**src/rtl/inv_share_arb.sv**
```systemverilog
// Round-robin arbiter that shares one external inverter datapath between NREQ
// requesters, returns each result with its owner ID and self-checks the result.
module inv_share_arb #(
   parameter int unsigned NREQ = 4,
   parameter int unsigned W    = 3,
   parameter int unsigned IDW  = 2
) (
   input  logic              clk,
   input  logic              rst,
   input  logic [NREQ-1:0]   req_valid,
   input  logic [NREQ*W-1:0] req_data,
   output logic [NREQ-1:0]   req_ready,
   output logic [W-1:0]      inv_din,
   input  logic [W-1:0]      inv_dout,
   output logic              rsp_valid,
   input  logic              rsp_ready,
   output logic [W-1:0]      rsp_data,
   output logic [IDW-1:0]    rsp_id,
   output logic              err,
   output logic [7:0]        err_cnt
);

   localparam int unsigned CNTW = 8;
   localparam logic [CNTW-1:0] CNT_MAX = '1;

   typedef enum logic [1:0] {IDLE, ISSUE, CAPTURE, RESP} state_t;

   state_t         state;
   state_t         state_nxt;
   logic [IDW-1:0] last;
   logic [IDW-1:0] gid;
   logic [IDW-1:0] grant;
   logic [IDW-1:0] g_hi;
   logic [IDW-1:0] g_lo;
   logic           any_hi;
   logic           any_lo;
   logic           any_req;
   logic [W-1:0]   grant_data;
   logic           mismatch;

   // Round-robin pick: lowest requester above last, else lowest overall.
   always_comb begin
      g_hi       = '0;
      g_lo       = '0;
      any_hi     = 1'b0;
      any_lo     = 1'b0;
      grant_data = '0;
      for (int unsigned i = 0; i < NREQ; i++) begin
         if (req_valid[i] && !any_lo) begin
            g_lo   = IDW'(i);
            any_lo = 1'b1;
         end
         if (req_valid[i] && (IDW'(i) > last) && !any_hi) begin
            g_hi   = IDW'(i);
            any_hi = 1'b1;
         end
      end
      grant   = any_hi ? g_hi : g_lo;
      any_req = any_lo;
      for (int unsigned i = 0; i < NREQ; i++) begin
         if (IDW'(i) == grant) begin
            grant_data = req_data[i*W +: W];
         end
      end
   end

   assign mismatch = (inv_dout != ~inv_din);

   always_ff @(posedge clk) begin
      if (rst) begin
         state <= IDLE;
      end else begin
         state <= state_nxt;
      end
   end

   always_comb begin
      state_nxt = state;
      req_ready = '0;
      case (state)
         IDLE: begin
            if (any_req && !rst) begin
               state_nxt = ISSUE;
               for (int unsigned i = 0; i < NREQ; i++) begin
                  req_ready[i] = (IDW'(i) == grant);
               end
            end
         end
         ISSUE:   state_nxt = CAPTURE;
         CAPTURE: state_nxt = RESP;
         RESP: begin
            if (rsp_valid && rsp_ready) begin
               state_nxt = IDLE;
            end
         end
         default: state_nxt = IDLE;
      endcase
   end

   // Datapath and response registers; inv_din only moves on an accept edge.
   always_ff @(posedge clk) begin
      if (rst) begin
         last      <= IDW'(NREQ - 1);
         gid       <= '0;
         inv_din   <= '0;
         rsp_valid <= 1'b0;
         rsp_data  <= '0;
         rsp_id    <= '0;
         err       <= 1'b0;
         err_cnt   <= '0;
      end else begin
         case (state)
            IDLE: begin
               if (any_req) begin
                  inv_din <= grant_data;
                  gid     <= grant;
                  last    <= grant;
               end
            end
            CAPTURE: begin
               rsp_data  <= inv_dout;
               rsp_id    <= gid;
               rsp_valid <= 1'b1;
               if (mismatch) begin
                  err <= 1'b1;
                  if (err_cnt != CNT_MAX) begin
                     err_cnt <= err_cnt + 8'd1;
                  end
               end
            end
            RESP: begin
               if (rsp_valid && rsp_ready) begin
                  rsp_valid <= 1'b0;
               end
            end
            default: ;
         endcase
      end
   end

endmodule

```
**config.mk**
```make
export PLATFORM = sky130hd
export DESIGN_NAME = inv_share_arb
export DESIGN_NICKNAME = d
export VERILOG_FILES = /design/src/rtl/inv_share_arb.sv
export SDC_FILE = /design/constraint.sdc
export NUM_CORES = 1
export LEC_CHECK = 0
export ABC_AREA = 1
export CORE_UTILIZATION = 49
export DETAILED_ROUTE_END_ITERATION = 10
export PLACE_DENSITY = 0.91
export REMOVE_ABC_BUFFERS = 1
export SLEW_MARGIN = 10
export SYNTH_ARGS = -nofsm -noshare
export SYNTH_HDL_FRONTEND = slang
export SYNTH_SLANG_ARGS = --single-unit
```
**constraint.sdc**
```tcl
create_clock -name clk -period 2.5 [get_ports clk]
set_input_delay 0.5 -clock clk [delete_from_list [all_inputs] [get_ports clk]]
set_output_delay 0.5 -clock clk [all_outputs]
set_load 0.03 [all_outputs]
```
==> metrics.md <==
| Metric | Value |
|---|---|
| Final instance area | `0.001853 mm^2` |
| Total Wirelength | `3052 um` |
| Overflow after GRT | `0` |
| Die height | `54.37 um` |
| Required time worst endpoint | `2.00 ns` |
| Gpl congestion | `0.8601` |
| # diodes | `0` |
| Worst skew pair latency | `0.31 ns` |
| Top-Level Pins | `44` |
| Crit-path max FO | `4` |
| Post-DP HPWL | `2444 um` |
| Post-Layout Cell Count | `269` |
| Initial DRC count | `35` |
| H-Tree Depth | `1` |
| CP max stage cell | `clkdlybuf4s50_1` |
| Peak VDD IR | `0.8644 mV` |
| Internal power | `0.9626 mW` |
| Most common cell in the netlist | `nand2_1` |
| First-pass GRT wire length | `4871 um` |
| Post-Syn Area per Cell | `6.963 um^2` |
| Avg WL per Cell | `11.35 um` |
| Count of input and output buffers | `43` |
| Distinct cells, synth | `30` |
| Switching Share | `0.4601` |
| Post-synth EDFFs | `0` |
| Initial antenna violation count | `0` |
| Worst path arrival time | `1.89 ns` |
| Post-route ant nets | `0` |
| FF+latch count, synth | `24` |
| Final Max Tran Viols | `0` |
| Ys async rst share | `0` |
| TritonCTS Buffers | `3` |
| Clock sinks | `24` |
| Clock root buffer | `clkbuf_4` |
| Vias per cell | `5.193` |
| Fillcell total | `207` |
| FP Rows | `18` |
| Area Overhead vs Synth | `37.90%` |
| CTS max path bufs | `2` |
| Clock-pin slew on the worst setup and hold paths | `0.11 ns` |
| Gr usage total | `0.2288` |
| Core area | `0.002545 mm^2` |
| Rel. slew slack | `0.7597` |
| Area leader, netlist | `dfxtp_1` |
| Seq pwr share | `0.330` |
| Seq/Total Area, Yosys | `0.3575` |
| Initial Utilization | `0.5280` |
| Total power | `1.783 mW` |
| Max incr delay on CP | `0.51 ns` |
| Predominant post-synthesis flop cell | `dfxtp_1` |
| Final period util | `0.9550` |
| Vias | `1397` |
| Slew @ Worst Pin | `0.3596 ns` |
| Clock skew | `0.006274 ns` |
| Cell area after synthesis | `0.001344 mm^2` |
| NumNets Final | `267` |
| Logic pwr share | `0.579` |
| # DRC | `0` |
| Share of layout cells above drive strength 1 | `0.1004` |
| Number of global-route vias before repair | `1188` |
| DR pass1 iterations | `4` |
| Leak Pwr | `0.8264 nW` |
| Crit-path cells | `clkdlybuf4s50_1, inv_1, nand3b_1, nand2_1, inv_1, nand2_1, nor3_1, buf_4` |
| Pin count of the biggest net entering global routing | `16` |
| Crit Path Category | `input port to output port` |
| RSZ-0062 raised after global routing | `yes` |
| Startpoint types | `input port` |
| Max Fclk | `0.4189 GHz` |
| Dpl cells | `266` |
| Crit end category | `output port` |
| TritonCTS clock tree | `built` |
| Power Dens Cells | `962.2 mW/mm^2` |
| Psw | `0.8203 mW` |
| Clock share of power | `0.091` |
| Tmin final | `2.387 ns` |
| Synth area leaders | `dfxtp_1 36%, nand2_1 9.8%, inv_1 7.3%, a21oi_1 6.0%, nor2_1 5.9%` |
| Die area | `0.002956 mm^2` |
| Setup violators final | `0` |
| Syn. warnings | `0` |
| Share of Yosys cell area claimed by the top area cell type | `0.3575` |
| # Max-Cap Violations | `0` |
| Die X-Extent | `54.37 um` |
| Status | `complete, no violations` |
| Mapped Cells | `193` |
| HP Class | `flop to flop` |
| List of most frequent post-synthesis cells | `35 x nand2_1, 26 x inv_1, 24 x dfxtp_1, 21 x nor2_1, 16 x a21oi_1` |
| Final hold vios | `0` |
| Placed Area | `0.001809 mm^2` |
area by class of cell:
cell class / instances / area (um^2) / share of cell area
clock buffers: 3 / 22.52 / 0.01215
inverters: 28 / 105.1 / 0.05672
multi-input cells: 137 / 754.5 / 0.4072
flip-flops and latches: 24 / 480.5 / 0.2593
well taps: 30 / 37.54 / 0.02026
repair buffers: 47 / 452.9 / 0.2444
power by group through the flow:
stage / Sequential (mW) / Clock (mW) / Combinational [mW]
floorplan: 0.737 / 0 / 0.514
global placement: 0.592 / 0 / 0.983
detailed placement: 0.599 / 0 / 1.01
CTS: 0.591 / 0.169 / 1.02
global route: 0.605 / 0.184 / 1.14
finish: 0.588 / 0.161 / 1.03
final timing paths:
| path | start | to | slack [ns] | cells past startpoint |
|---|---|---|---|---|
| worst max-delay path | req_valid[2] | req_ready[0] | 0.11 | 8 |
| worst min-delay path | gid[0] | gid[0] | 0.48 | 2 |
| worst max register to register | state[0] | err_cnt[5] | 0.91 | 9 |
| worst min register to register | gid[0] | gid[0] | 0.48 | 2 |
metal layers:
layer,up-vias,wire length (um),GRT usage
li1,726,-,-
met1,633,1422,0.2814
met2,33,1453,0.3862
met3,5,136,0.05556
met4,0,39,0.07692
met5,-,0,0
critical path: cells and delay by family:
kind	cells	cell delay [ns]
and+or+nand+nor	4	0.50
buffers and inverters	4	0.87
flip-flops by register name, summed over array words and instances (netlist names):
| signal | count |
|---|---|
| err_cnt | 8 |
| inv_din | 3 |
| rsp_data | 3 |
| gid | 2 |
| last | 2 |
| rsp_id | 2 |
| state | 2 |
| err | 1 |
| rsp_valid | 1 |
cell usage in the layout, fill, tap and decap left out:
cell	instances
a21oi_1	16
a21oi_2	1
a22oi_1	1
a31oi_1	1
buf_4	8
clkbuf_4	3
clkdlybuf4s50_1	38
clkinv_1	1
dfxtp_1	24
dlymetal6s2s_1	1
ha_1	4
inv_1	26
inv_2	1
nand2_1	35
nand2_2	3
nand2_4	1
nand2_8	1
nand3_1	14
nand3_2	1
nand3b_1	3
nand3b_2	1
nand4_1	5
nor2_1	21
nor2_4	1
nor3_1	2
nor3_2	3
o211ai_1	1
o21a_1	1
o21ai_0	13
o21bai_1	3
o31ai_1	1
xnor2_1	1
xor2_1	3
cells by family after synthesis:
kind of cell / after synthesis / synth area share
simple gates: 91 / 0.3259
compound gates: 38 / 0.1583
buf+inv: 32 / 0.09496
flops: 24 / 0.3575
xor+xnor: 4 / 0.02608
fa+ha+maj: 4 / 0.03725
timing repair:
action                                 in CTS  in global routing
endpoints found under the hold margin       0                  0
setup endpoints to repair                   0                  4
hold buffers                                0                  0
setup buffers                               0                  0
gates resized for setup                     0                  4
per-stage QoR:
step | TNS, ns | util | hold WS [ns] | setup slack (ns)
CTS | 0 | 0.7198 | 0.4750 | 0.07342
detailed placement | 0 | 0.7109 | 0.4567 | 0.07008
finish | 0 | 0.7281 | 0.4750 | 0.1126
floorplan | 0 | - | 0.4397 | 0.2539
global route | -0.05223 | 0.7281 | 0.4951 | -0.02915
global placement | 0 | 0.7109 | 0.4547 | 0.1138
Note: power is estimated with default switching activity, not from simulation.
